`config.mk`:
```
export PLATFORM = sky130hd
export DESIGN_NAME = cpu_step_gen_flat
export DESIGN_NICKNAME = d
export VERILOG_FILES = /design/src/rtl/cpu_step_gen_pkg.sv /design/src/rtl/cpu_step_gen_if.sv /design/src/rtl/cpu_step_gen_sync_debounce.sv /design/src/rtl/cpu_step_gen.sv /design/src/flat_wrapper.sv
export SDC_FILE = /design/constraint.sdc
export NUM_CORES = 1
export LEC_CHECK = 0
export BUFFER_PORTS_ARGS = -buffer_cell sky130_fd_sc_hd__buf_2
export CORE_MARGIN = 1.5
export CORE_UTILIZATION = 45
export DETAILED_ROUTE_END_ITERATION = 12
export PLACE_DENSITY = 0.67
export SYNTH_ARGS = -nofsm -noshare
export SYNTH_HDL_FRONTEND = slang
export SYNTH_SLANG_ARGS = --single-unit
```
`constraint.sdc`:
```
create_clock -name Clock -period 2.81 [get_ports Clock]
set_clock_uncertainty 0.1 [all_clocks]
set_input_delay 0.4215 -clock Clock [delete_from_list [all_inputs] [get_ports Clock]]
set_output_delay 0.4215 -clock Clock [all_outputs]
set_load 0.02 [all_outputs]
```
`src/rtl/cpu_step_gen_pkg.sv`:
```
// Shared definitions for the CPU step generator: FSM encoding and the
// width of the issued-step counter.
package cpu_step_gen_pkg;

   localparam int STEP_CNT_W = 16;

   typedef enum logic [1:0] {
      ST_STEP_IDLE = 2'd0,
      ST_STEP_HELD = 2'd1,
      ST_RUN       = 2'd2
   } state_t;

endpackage

```
`src/rtl/cpu_step_gen_if.sv`:
```
// Board-side signal bundle of the step generator: raw button/switch in,
// advance pulse and status levels out.
interface cpu_step_gen_if;
   import cpu_step_gen_pkg::*;

   logic                  BTN_IN;
   logic                  RUN_SW;
   logic                  cpu_step;
   logic                  btn_level;
   logic                  run_mode;
   logic [STEP_CNT_W-1:0] step_count;

   // master drives the raw board inputs, slave is the generator itself
   modport master (
      output BTN_IN, RUN_SW,
      input  cpu_step, btn_level, run_mode, step_count
   );

   modport slave (
      input  BTN_IN, RUN_SW,
      output cpu_step, btn_level, run_mode, step_count
   );

endinterface

```
`src/rtl/cpu_step_gen_sync_debounce.sv`:
```
// Two-flop synchronizer followed by a stable-level debouncer: the level only
// changes after DEBOUNCE_CYCLES consecutive mismatching samples.
module sync_debounce #(
   parameter int DEBOUNCE_CYCLES = 65536,
   parameter int CNT_W           = 25
) (
   input  logic clk,
   input  logic rst_n,
   input  logic i_raw,
   output logic o_level
);

   localparam logic [CNT_W-1:0] CNT_LAST = CNT_W'(DEBOUNCE_CYCLES - 1);

   logic             r_sync1;
   logic             r_sync2;
   logic             r_level;
   logic [CNT_W-1:0] r_cnt;

   // NOTE: sequential state uses non-blocking assignments so every flop samples
   // pre-edge values; blocking here would collapse the synchronizer to one flop.
   always_ff @(posedge clk or negedge rst_n) begin
      if (!rst_n) begin
         r_sync1 <= 1'b0;
         r_sync2 <= 1'b0;
         r_level <= 1'b0;
         r_cnt   <= '0;
      end else begin
         r_sync1 <= i_raw;
         r_sync2 <= r_sync1;
         if (r_sync2 == r_level) begin
            r_cnt <= '0;
         end else if (r_cnt == CNT_LAST) begin
            r_level <= r_sync2;
            r_cnt   <= '0;
         end else begin
            r_cnt <= r_cnt + CNT_W'(1);
         end
      end
   end

   assign o_level = r_level;

endmodule

```
`src/rtl/cpu_step_gen.sv`:
```
// CPU advance-pulse generator: one pulse per debounced press in step mode,
// a RUN_DIV-periodic train in run mode. Macro CPU_STEP_COUNT_EN builds the step counter.
module cpu_step_gen
   import cpu_step_gen_pkg::*;
#(
   parameter int DEBOUNCE_CYCLES = 65536,
   parameter int RUN_DIV         = 25000000,
   parameter int CNT_W           = 25
) (
   input  logic           Clock,
   input  logic           Reset,
   cpu_step_gen_if.slave  bus
);

   localparam logic [CNT_W-1:0] DIV_LAST = CNT_W'(RUN_DIV - 1);

   logic             w_btn_level;
   logic             w_run_mode;
   logic             w_btn_rise;
   logic             w_step_next;
   state_t           r_state;
   state_t           w_state_next;
   logic             r_btn_prev;
   logic             r_cpu_step;
   logic [CNT_W-1:0] r_div;

   sync_debounce #(
      .DEBOUNCE_CYCLES (DEBOUNCE_CYCLES),
      .CNT_W           (CNT_W)
   ) u_btn_db (
      .clk     (Clock),
      .rst_n   (Reset),
      .i_raw   (bus.BTN_IN),
      .o_level (w_btn_level)
   );

   sync_debounce #(
      .DEBOUNCE_CYCLES (DEBOUNCE_CYCLES),
      .CNT_W           (CNT_W)
   ) u_run_db (
      .clk     (Clock),
      .rst_n   (Reset),
      .i_raw   (bus.RUN_SW),
      .o_level (w_run_mode)
   );

   // A held button carried out of run mode must not count as a fresh press.
   assign w_btn_rise = w_btn_level & ~r_btn_prev;

   always_ff @(posedge Clock or negedge Reset) begin
      if (!Reset) begin
         r_state <= ST_STEP_IDLE;
      end else begin
         r_state <= w_state_next;
      end
   end

   // NOTE: default assignment first so every path assigns the target and no latch is inferred.
   always_comb begin
      w_state_next = r_state;
      if (w_run_mode) begin
         w_state_next = ST_RUN;
      end else begin
         unique case (r_state)
            ST_STEP_IDLE: if (w_btn_rise)   w_state_next = ST_STEP_HELD;
            ST_STEP_HELD: if (!w_btn_level) w_state_next = ST_STEP_IDLE;
            ST_RUN:                         w_state_next = ST_STEP_IDLE;
            default:                        w_state_next = ST_STEP_IDLE;
         endcase
      end
   end

   always_comb begin
      w_step_next = 1'b0;
      unique case (r_state)
         ST_STEP_IDLE: w_step_next = !w_run_mode && w_btn_rise;
         ST_RUN:       w_step_next = w_run_mode && (r_div == DIV_LAST);
         default:      w_step_next = 1'b0;
      endcase
   end

   // Divider only advances while staying in run mode; entry and exit both clear it.
   always_ff @(posedge Clock or negedge Reset) begin
      if (!Reset) begin
         r_btn_prev <= 1'b0;
         r_cpu_step <= 1'b0;
         r_div      <= '0;
      end else begin
         r_btn_prev <= w_btn_level;
         r_cpu_step <= w_step_next;
         if (r_state == ST_RUN && w_state_next == ST_RUN) begin
            r_div <= (r_div == DIV_LAST) ? '0 : r_div + CNT_W'(1);
         end else begin
            r_div <= '0;
         end
      end
   end

`ifdef CPU_STEP_COUNT_EN
   logic [STEP_CNT_W-1:0] r_step_count;

   always_ff @(posedge Clock or negedge Reset) begin
      if (!Reset) begin
         r_step_count <= '0;
      end else if (w_step_next) begin
         r_step_count <= r_step_count + STEP_CNT_W'(1);
      end
   end

   assign bus.step_count = r_step_count;
`else
   assign bus.step_count = '0;
`endif

   assign bus.cpu_step  = r_cpu_step;
   assign bus.btn_level = w_btn_level;
   assign bus.run_mode  = w_run_mode;

endmodule
```
`src/flat_wrapper.sv`:
```
// flat-port wrapper written by rule: the top's interface ports become plain ports
module cpu_step_gen_flat import cpu_step_gen_pkg::*;
#(
   parameter int DEBOUNCE_CYCLES = 65536,
   parameter int RUN_DIV         = 25000000,
   parameter int CNT_W           = 25
)
  (Clock, Reset, bus_BTN_IN, bus_RUN_SW, bus_cpu_step, bus_btn_level, bus_run_mode, bus_step_count);
  cpu_step_gen_if bus_i ();
  input  logic Clock;
  input  logic Reset;
  input wire logic [$bits(bus_i.BTN_IN)-1:0] bus_BTN_IN;
  input wire logic [$bits(bus_i.RUN_SW)-1:0] bus_RUN_SW;
  output wire logic [$bits(bus_i.cpu_step)-1:0] bus_cpu_step;
  output wire logic [$bits(bus_i.btn_level)-1:0] bus_btn_level;
  output wire logic [$bits(bus_i.run_mode)-1:0] bus_run_mode;
  output wire logic [$bits(bus_i.step_count)-1:0] bus_step_count;
  assign bus_i.BTN_IN = bus_BTN_IN;
  assign bus_i.RUN_SW = bus_RUN_SW;
  assign bus_cpu_step = bus_i.cpu_step;
  assign bus_btn_level = bus_i.btn_level;
  assign bus_run_mode = bus_i.run_mode;
  assign bus_step_count = bus_i.step_count;
  cpu_step_gen #(.DEBOUNCE_CYCLES(DEBOUNCE_CYCLES), .RUN_DIV(RUN_DIV), .CNT_W(CNT_W)) u_core (.Clock(Clock), .Reset(Reset), .bus(bus_i));
endmodule
```
; Yosys cells after proc, flatten, opt, wreduce, memory -nomap -nowiden
; Index checks and enable logic that the tools add are counted.
[word_totals]
regBits = 85
wordCells = 45
out_inout_bits = 19
input_bits = 4
[classes]
muxes = 11
add_sub_neg = 3
n_eq_ne = 8
reduce_logical = 7
bitwise = 4
[op_table]
columns = operator, n
row1 = 25-bit two-way mux, 6
row2 = "25-bit by 1-bit adder with 25-bit output, second input constant", 3
row3 = "25-bit by 16-bit equality test with 1-bit output, second input constant", 2
row4 = "25-bit equality test, second input constant", 1
row5 = 2-bit two-way mux, 3
row6 = "2-bit equality test, second input constant", 2
row7 = 2-bit case mux with 2 select lines, 1
row8 = 2-bit AND reduction, 2
row9 = 1-bit logical AND, 3
row10 = 1-bit inverter, 3
row11 = 1-bit equality test, 2
row12 = "2-bit by 1-bit equality test with 1-bit output, second input constant", 1
row13 = 2-bit logical NOT, 1
row14 = 1-bit case mux with 2 select lines, 1
row15 = 1-bit AND, 1
row16 = 1-bit logical NOT, 1

; Longest topological paths before layout
; Gate-level depths: netlist (run 1).
[logic_depth]
ltp_word = 8
mapped_depth = 7
mapped_depth_nobuf = 5

; By module
; A second synthesis (run 1) with hierarchy kept.
[hier_totals]
cells_unflattened = 444
area_unflattened_um2 = 4388.0
[by_module_without_submodules]
columns = mod, seq_area_each_um2, area_per_inst_um2, cells_each, n_inst
row1 = sync_debounce, 700.7, 1425.1, 141, 2
row2 = cpu_step_gen, 725.7, 1537.7, 162, 1

; Worst setup path after synthesis (run 1)
; Ideal clock, no wire load.
[synth_path]
path_kind = register to register
startpoint = register u_core.u_run_db.r_cnt[0]
endpoint = register u_core.u_run_db.r_cnt[10]
setup_ps = 121
path_buffers = 2
synth_period_minus_slack_ps = 2132
t_required_ps = 2589
slack_ps = 678
path_stages_with_launch = 8
t_arrival_ps = 1911
cell_sequence = dfrtp_1 ha_1 nand3_1 or4_4 clkbuf_8 o21bai_4 buf_2 nor2_1
[synth_between]
elab_chain_len = 3
word_cells_on_any_way = 4
cone_classes = add/sub (1) / eq/ne (1) / mux (2)
[synth_rtl]
columns = element, line
row1 = start: declaration, cpu_step_gen_sync_debounce.sv:18  ; logic [CNT_W-1:0] r_cnt;
row2 = start signal: assignment, cpu_step_gen_sync_debounce.sv:37  ; r_cnt <= r_cnt + CNT_W'(1);
row3 = 25-bit by 1-bit adder with 25-bit output / 25-bit by 16-bit equality test with 1-bit output (equally long branches), "cpu_step_gen_sync_debounce.sv:37, cpu_step_gen_sync_debounce.sv:33"
row4 = 25-bit two-way mux *, cpu_step_gen_sync_debounce.sv:33  ; end else if (r_cnt == CNT_LAST) begin
row5 = 25-bit two-way mux *, cpu_step_gen_sync_debounce.sv:31  ; if (r_sync2 == r_level) begin
; Every way passes the cells marked *; elsewhere a longest branch is shown, timed or not.
; A chain may end at the register's enable or synchronous reset.

; Final worst setup path (run 1)
[layout_path]
startpoint = register u_core.u_run_db.r_cnt[0]
endpoint = register u_core.u_run_db.r_cnt[18]
; The elaborated chain is that of the path after synthesis.

==> results of run 1 <==
-- cell type report --
cell class | instances | area share
clock inverters | 6 | 0.0136
multi-input cells | 330 | 0.429
repair buffers | 12 | 0.0196
flip-flops and latches | 85 | 0.464
well taps | 129 | 0.0352
clock buffers | 10 | 0.0300
inverters | 11 | 0.00900
-- cells by family (layout without fill, tap and decap cells) --
| logic type | Yosys count | count (layout) | synth area share |
|---|---|---|---|
| AND/OR/NAND/NOR | 203 | 203 | 0.260 |
| flip-flops | 85 | 85 | 0.498 |
| AO/OA/AOI/OAI | 66 | 66 | 0.0896 |
| buffers and inverters | 42 | 39 | 0.0565 |
| XOR/XNOR | 40 | 40 | 0.0819 |
| adder cells (fa/ha/maj) | 3 | 3 | 0.00878 |
| multiplexers | 2 | 2 | 0.00527 |
| other | 1 | 16 | 0.000877 |
-- placed cells by master (no fill, tap or decap), types with 2 or more instances in the layout --
cell type   n
dfrtp_1    85
nor2_1     51
a21oi_1    32
nand3_1    29
xnor2_1    26
nand2_1    24
nand4_1    19
or3_1      18
o21ai_0    18
or4_1      17
conb_1     16
xor2_1     14
o31ai_1    11
inv_1      11
nor3_1     10
clkbuf_8   10
nor4_1      9
and3_1      7
and4_1      6
buf_4       6
buf_2       5
ha_1        3
clkinv_2    3
nand4_2     2
and2_1      2
or4b_1      2
nor4b_1     2
mux2_2      2
clkinv_4    2
-- power groups by stage --
stage	logic, W	clock network [W]	registers, W
6_report	0.0000770	0.000867	0.00124
4_1_cts	0.0000797	0.000898	0.00124
5_1_grt	0.0000897	0.000948	0.00124
2_1_floorplan	0.0000590	0	0.00126
3_3_place_gp	0.0000783	0	0.00127
3_5_place_dp	0.0000794	0	0.00127
-- registers in the layout (all words and copies together) (netlist names) --
| register | count |
|---|---|
| u_core.u_btn_db.r_sync1 | 1 |
| u_core.u_run_db.o_level | 1 |
| u_core.u_run_db.r_cnt | 25 |
| u_core.u_run_db.r_sync2 | 1 |
| u_core.u_btn_db.o_level | 1 |
| u_core.r_btn_prev | 1 |
| u_core.bus.cpu_step | 1 |
| u_core.r_state | 2 |
| u_core.r_div | 25 |
| u_core.u_run_db.r_sync1 | 1 |
| u_core.u_btn_db.r_cnt | 25 |
| u_core.u_btn_db.r_sync2 | 1 |
-- path summary, 6_finish.rpt --
kind | to | slack [ns] | start | cells past startpoint
setup reg to reg | u_core.u_run_db.r_cnt[18] | 0.46 | u_core.u_run_db.r_cnt[0] | 5
hold / removal | u_core.r_div[5] | -0.002 | Reset | 2
setup / recovery | u_core.u_run_db.r_cnt[18] | 0.46 | u_core.u_run_db.r_cnt[0] | 5
hold reg to reg | u_core.u_btn_db.r_sync2 | 0.26 | u_core.u_btn_db.r_sync1 | 0
min in group Clock | u_core.u_run_db.r_sync1 | 0.07 | bus_RUN_SW | 1
max in group asynchronous | u_core.u_btn_db.r_cnt[7] | 2.28 | Reset | 2
-- stage by stage --
step	area, µm²	utilization
floorplan	4330	-
global route	4590	0.497
detailed placement	4390	0.475
global placement	4390	0.475
finish	4590	0.497
CTS	4590	0.497
-- metal layers --
metal,up-vias,GRT usage,routed length [µm],part of all wire
li1,1579,-,-,-
met1,1586,0.216,3590,0.46
met2,42,0.300,3920,0.50
met3,8,0.0437,249,0.032
met4,0,0.0574,116,0.015
met5,-,0,0,0
==> results_dict.tcl, run 1 <==
set metrics [dict create \
    outcome "finished with violations" \
    failing_checks "negative hold slack" \
    leakage_nw 1.79 \
    synth_seq_area_share 0.498 \
    p_comb_frac 0.035 \
    dr.pass1.iters 6 \
    clkSlewWorstSetupHoldPaths_ns 0.08 \
    grt_antenna_before_repair 0 \
    clock_buffer_depth 2 \
    fin_nets 456 \
    detailedPlacementHpwl_mm 5.28 \
    drtAntennaViolNets 0 \
    finalWirelength_mm 7.88 \
    synth.top_cells.by_area "dfrtp_1 (50%), xnor2_1 (5.3%), nor2_1 (4.5%), a21oi_1 (3.7%), nand3_1 (3.4%)" \
    async_set_or_reset_flop_fraction_in_the_synthesized_netlist 1.00 \
    floorplan.die.width_um 100 \
    stdcell_count 583 \
    worst_skew_pair.late_latency_ns 0.35 \
    vias 3215 \
    num_antenna_cells 0 \
    total_power_w 0.00219 \
    rsz0062_at_grt "no" \
    synthesis.area_um2 4280 \
    worst-path-buf-inv 0 \
    io_buffers 6 \
    drt_iter0_drc 133 \
    critPathTopFamily "simple AND/OR/NAND/NOR gates" \
    power_frac_clock 0.397 \
    maximum_number_of_pins_on_one_net_before_global_route_repair 86 \
    synth_top_area_share 0.498 \
    cts.sinks 85 \
    placed_cells 567 \
    synth_cell_type_count 39 \
    critPathMaxFanout 12 \
    fmaxAchievable_mhz 425 \
    hold_buffers 0 \
    crit_path_max_incr_delay_ns 0.66 \
    area_growth_pct 7.32 \
    cts-root-buf "clkbuf_8" \
    cp_cell_sequence "ha_1 -> nand3_1 -> or4_4 -> or4b_1 -> a21oi_1" \
    die_h_um 100 \
    multiInputGateArea_um2 1970 \
    yosysWarnings 0 \
    cts_htree_levels 3 \
    post-route-min-period_ns 2.35 \
    grt_remaining_overflow 0 \
    hold-worst-slack_ns -0.00205 \
    final-hold-violation-count 3 \
    maximum_ir_drop_on_the_vdd_rail_mv 0.301 \
    yosys_register_bits 85 \
    worst_ep_required_time_ns 2.99 \
    netSwitchingPower_w 0.000504 \
    routabilityCongestion 0.812 \
    tritoncts.num_buffers 9 \
    slew_worst_pin_ns 0.511 \
    floorplan_core_area_um2 9240 \
    sw_frac_of_total 0.231 \
    i_o_pin_cnt 23 \
    drive_gt1_frac 0.0837 \
    setup.worst_path.class "register to register" \
    setup_viol_count_final 0 \
    synth_cells 442 \
    final_max_slew_viol_count 0 \
    setup.worst_path.start_class "register" \
    std_cell_rows 35 \
    crit_path_end_kind "register" \
    postCtsSetupRepairBufs 0 \
    netlist.top_cell.by_area "dfrtp_1" \
    aggregate_negative_setup_slack_ns 0 \
    pwr_density_cell_nw_per_um2 476 \
    maxCapViolCount 0 \
    start_util 0.463 \
    synth.most_common_cell "dfrtp_1" \
    seq_power_share 0.568 \
    die_area_um2 10100 \
    detail_route.wl_per_cell_um 13.5 \
    post-route-period-util 0.837 \
    headroom_to_the_max_slew_limit 0.657 \
    post-route-drc-count 0 \
    critPathArrivalTime_ns 2.53 \
    postCtsResizedCells 0 \
    first_global_vias 3191 \
    detail_route.vias_per_cell 5.51 \
    final_critical_path_setup_slack_ns 0.457 \
    timing.hold.worst.class "input pin to async pin" \
    ff_latch_area_um2 2130 \
    grt_util_all_layers 0.175 \
    p_int_w 0.00168 \
    global_route_wire_length_before_repair_mm 14.2 \
    tritoncts "yes" \
    syn_avg_cell_area_um2 9.67 \
    synth_top_cells_by_count "dfrtp_1 (85), nor2_1 (51), a21oi_1 (32)" \
    layout.filler_cells 850 \
    synthFlopType "dfrtp_1" \
    number_of_flops_mapped_to_enable_cells_by_yosys 0 \
    dp_worst_setup_slack_ns 0.458 \
    slowest_stage "or4_4" \
]
Note: power is estimated with default switching activity, not from simulation.
==> run 2: changes to the inputs <==
clock period = 2.2 ns   (was 2.81 ns; I/O delays follow)
==> results_dict.tcl, run 2 (same netlist as run 1, synthesis figures left out) <==
set metrics [dict create \
    fmaxAchievable_mhz 476 \
    timing.hold.worst.class "register to register" \
    floorplan_core_area_um2 9240 \
    post-route-min-period_ns 2.10 \
    die_h_um 100 \
    pwr_density_cell_nw_per_um2 588 \
    dr.pass1.iters 6 \
    hold_path.startpoint "u_core.u_run_db.r_sync1" \
    critPathArrivalTime_ns 2.29 \
    detailedPlacementHpwl_mm 5.75 \
    cts.sinks 85 \
    detail_route.wl_per_cell_um 13.7 \
    die_area_um2 10100 \
    first_global_vias 3130 \
    setup.worst_path.start_class "register" \
    routabilityCongestion 0.843 \
    clkSlewWorstSetupHoldPaths_ns 0.09 \
    start_util 0.463 \
    maximum_number_of_pins_on_one_net_before_global_route_repair 41 \
    global_route_wire_length_before_repair_mm 14.4 \
    cts_htree_levels 3 \
    detail_route.vias_per_cell 5.38 \
    io_buffers 6 \
    grt_remaining_overflow 0 \
    drt_iter0_drc 140 \
    worst_skew_pair.late_latency_ns 0.36 \
    layout.cells.most_common_list "dfrtp_1 (85), nor2_1 (51), a21oi_1 (31), nand3_1 (29)" \
    grt_antenna_before_repair 0 \
    std_cell_rows 35 \
    i_o_pin_cnt 23 \
    grt_util_all_layers 0.179 \
    final_max_slew_viol_count 0 \
    fin_nets 480 \
    drive_gt1_frac 0.126 \
    post-route-drc-count 0 \
    crit_path_end_kind "register" \
    biggestRegsByFlops "u_core.r_div (25), u_core.u_btn_db.r_cnt (25), u_core.u_run_db.r_cnt (25)" \
    post-route-period-util 0.955 \
    hold-worst-slack_ns 0.257 \
    drtAntennaViolNets 0 \
    area_growth_pct 12.5 \
    maxCapViolCount 0 \
    worst_ep_required_time_ns 2.39 \
    leakage_nw 1.91 \
    vias 3265 \
    r2r_path_start "u_core.u_run_db.r_cnt[0]" \
    num_antenna_cells 0 \
    critPathMaxFanout 5 \
    final_critical_path_setup_slack_ns 0.0988 \
    dp_worst_setup_slack_ns 0.0148 \
    final_common_cell "dfrtp_1" \
    setup.worst_path.class "register to register" \
    clock_buffer_depth 2 \
    tritoncts "yes" \
    floorplan.die.width_um 100 \
    setup_viol_count_final 0 \
    tritoncts.num_buffers 9 \
    outcome "complete, no violations" \
    maximum_ir_drop_on_the_vdd_rail_mv 0.348 \
    finalWirelength_mm 8.29 \
    cts-root-buf "clkbuf_8" \
    cp-startpoint "u_core.u_run_db.r_cnt[0]" \
    final-hold-violation-count 0 \
]
run 2: changes by cell type in the layout (fill, tap and decap cells not counted), sizes merged:
cell | before | now
buf | 12 | 33
dlygate4sd3 | 0 | 3
clkinv | 5 | 3
inv | 11 | 13
run 2: timing repair:
| action | in CTS | in global routing |
|---|---|---|
| hold endpoints to repair | 24 | 0 |
| hold buffers | 3 | 0 |
| endpoints found under the setup margin | 0 | 22 |
| resized for setup | 0 | 4 |
| buffers inserted | 0 | 1 |
run 2: layout make-up:
type	count	area, µm²
inverter	11	41.3
clock buffer	10	128
timing repair buffer	36	290
multi-input combinational	330	1990
clock inverter	6	70.1
tap	129	161
sequential	85	2130
fill	827	4430
run 2: path summary, 6_finish.rpt:
path	to	depth (start not counted)	slack, ns
max in group asynchronous	u_core.r_div[2]	3	1.05
max reg2reg	u_core.u_run_db.r_cnt[18]	5	0.1
min reg2reg	u_core.u_run_db.r_sync2	0	0.26
max	u_core.u_run_db.r_cnt[18]	5	0.1
min	u_core.u_run_db.r_sync2	0	0.26
min in group asynchronous	u_core.r_div[19]	2	0.31
run 2: metrics by stage:
step	std cells	total power, W	utilization	TNS [ns]	area [µm²]
after detailed placement	587	0.00173	0.492	0	4550
after CTS	606	0.00287	0.517	0	4780
after floorplan	457	0.00169	-	0	4330
after global placement	587	0.00173	0.492	0	4550
final	607	0.00283	0.521	0	4810
after global routing	607	0.00296	0.521	-0.00435	4810
run 2: power breakdown:
group          switching (W)  internal [W]  total (W)
logic              0.0000870     0.0000384   0.000125
registers         0.00000931       0.00157    0.00158
clock network       0.000584      0.000536    0.00112
run 2: per-layer routing:
metal | routed length, µm | GRT usage
met5 | 0 | 0
met1 | 3970 | 0.239
met4 | 63 | 0.0520
met3 | 245 | 0.0520
met2 | 4010 | 0.285
run 2: worst max-delay path, stage by stage (launching register included):
cell and delay [ns]:
dfrtp_1 0.38, ha_1 0.19, nand3_1 0.10, or4_4 0.57, or4b_1 0.54, a21oi_2 0.15
==> run 3: changes to the inputs <==
clock period = 2.04 ns   (was 2.2 ns; I/O delays follow)
==> results_dict.tcl, run 3 (same netlist as run 1, synthesis figures left out) <==
set metrics [dict create \
    grt_antenna_before_repair 0 \
    cp-startpoint "u_core.u_run_db.r_cnt[6]" \
    rr_endpoint "u_core.u_run_db.r_cnt[18]" \
    finalWirelength_mm 8.44 \
    worst_skew_pair.late_latency_ns 0.34 \
    drtAntennaViolNets 0 \
    fmaxAchievable_mhz 504 \
    pwr_density_cell_nw_per_um2 620 \
    maximum_ir_drop_on_the_vdd_rail_mv 0.420 \
    routabilityCongestion 0.806 \
    detailedPlacementHpwl_mm 5.93 \
    clkSlewWorstSetupHoldPaths_ns 0.08 \
    worst_ep_required_time_ns 2.22 \
    aggregate_negative_setup_slack_ns 0 \
    floorplan.die.width_um 100 \
    drt_iter0_drc 158 \
    tritoncts "yes" \
    stdcell_count 633 \
    grt_remaining_overflow 0 \
    vias 3420 \
    grt_util_all_layers 0.185 \
    maxCapViolCount 0 \
    timing.hold.worst.class "register to register" \
    std_cell_rows 35 \
    final_common_cell "dfrtp_1" \
    setup.worst_path.start_class "register" \
    cts-root-buf "clkbuf_8" \
    post-route-period-util 0.973 \
    leakage_nw 2.05 \
    timing.reg2reg.worst_path_depth 4 \
    maximum_number_of_pins_on_one_net_before_global_route_repair 35 \
    tritoncts.num_buffers 9 \
    io_buffers 6 \
    final_max_slew_viol_count 0 \
    area_growth_pct 18.3 \
    die_h_um 100 \
    drive_gt1_frac 0.190 \
    i_o_pin_cnt 23 \
    global_route_wire_length_before_repair_mm 15.2 \
    start_util 0.463 \
    cts_htree_levels 3 \
    setup.worst_path.class "register to register" \
    cell_count_of_the_worst_hold_path 0 \
    hold_path.startpoint "u_core.u_btn_db.r_sync1" \
    num_antenna_cells 0 \
    cts.sinks 85 \
    post-route-drc-count 0 \
    min_to "u_core.u_btn_db.r_sync2" \
    dr.pass1.iters 4 \
    first_global_vias 3332 \
    die_area_um2 10100 \
    post-route-min-period_ns 1.98 \
    rsz0062_at_grt "yes" \
    crit_path_end_kind "register" \
    setup_viol_count_final 0 \
    r2r_path_start "u_core.u_run_db.r_cnt[6]" \
    slack_of_the_worst_reg_to_reg_path_ns 0.06 \
    detail_route.vias_per_cell 5.40 \
    fin_nets 507 \
    clock_buffer_depth 2 \
    detail_route.wl_per_cell_um 13.3 \
    final-hold-violation-count 0 \
    biggestRegsByFlops "u_core.r_div (25), u_core.u_btn_db.r_cnt (25), u_core.u_run_db.r_cnt (25)" \
    layout.cells.most_common_list "dfrtp_1 (85), buf_4 (54), nor2_1 (51), nand3_1 (28), a21oi_1 (27)" \
    placed_cells 610 \
    outcome "complete, no violations" \
    critPathArrivalTime_ns 2.16 \
    floorplan_core_area_um2 9240 \
    critPathMaxFanout 7 \
]
[run 3: changes by cell type in the layout (fill, tap and decap cells not counted), sizes merged]
cell      before  now
clkinvlp       0    1
inv           13   11
clkinv         3    1
buf           33   60
bufinv         1    2
clkbuf        10   11
[run 3: through the flow]
stage	setup WS [ns]	hold WS, ns	utilization	total power [W]	area, µm²
3_3_place_gp	0.0301	0.186	0.513	0.00188	4740
6_report	0.0554	0.259	0.547	0.00313	5060
5_1_grt	-0.0327	0.279	0.547	0.00326	5060
2_1_floorplan	0.0000834	-0.0896	-	0.00183	4360
4_1_cts	0.00677	0.260	0.540	0.00317	4990
3_5_place_dp	-0.00971	0.191	0.513	0.00188	4740
[run 3: routing by layer]
| metal | routed length [µm] | share of wire | global-route usage | vias up |
|---|---|---|---|---|
| met4 | 97 | 0.011 | 0.0639 | 0 |
| met5 | 0 | 0 | 0 | - |
| met2 | 4120 | 0.49 | 0.300 | 63 |
| met3 | 250 | 0.030 | 0.0298 | 12 |
| li1 | - | - | - | 1678 |
| met1 | 3980 | 0.47 | 0.255 | 1667 |
[run 3: how the worst max path moves through the flow]
stage                     depth (start not counted)                   endpoint  slack [ns]
after floorplan                                   5  u_core.u_run_db.r_cnt[20]     0.00008
after global placement                            5  u_core.u_run_db.r_cnt[18]        0.03
after detailed placement                          5  u_core.u_run_db.r_cnt[20]       -0.01
after CTS                                         5  u_core.u_btn_db.r_cnt[21]       0.007
after global routing                              4  u_core.u_run_db.r_cnt[20]       -0.03
final                                             4  u_core.u_run_db.r_cnt[18]        0.06
[run 3: repair_timing]
action                                 CTS  global route
hold buffers                             3             0
setup buffers                            1             4
endpoints found under the hold margin   33             0
setup endpoints to repair                4            18
resized for setup                        1             8
pin swaps                                2             3
[run 3: final cells by class]
class                   instances  area [µm²]
multi-input cells             330        2030
repair buffers                 63         480
flip-flops and latches         85        2130
clock inverters                 4        72.6
inverters                      11        41.3
well taps                     129         161
fillers                       807        4180
clock buffers                  11         141
[run 3: power by group]
part | leakage (nW) | internal (W) | total [W] | switching, W
combinational | 0.768 | 0.0000463 | 0.000143 | 0.0000970
clock | 0.105 | 0.000715 | 0.00128 | 0.000568
sequential | 1.17 | 0.00170 | 0.00171 | 0.00000896
[run 3: critical path, cell delays in order (launching register included)]
cell and delay (ns):
dfrtp_1 0.39, nand4_1 0.14, or4_4 0.61, or4b_1 0.54
a21oi_2 0.15
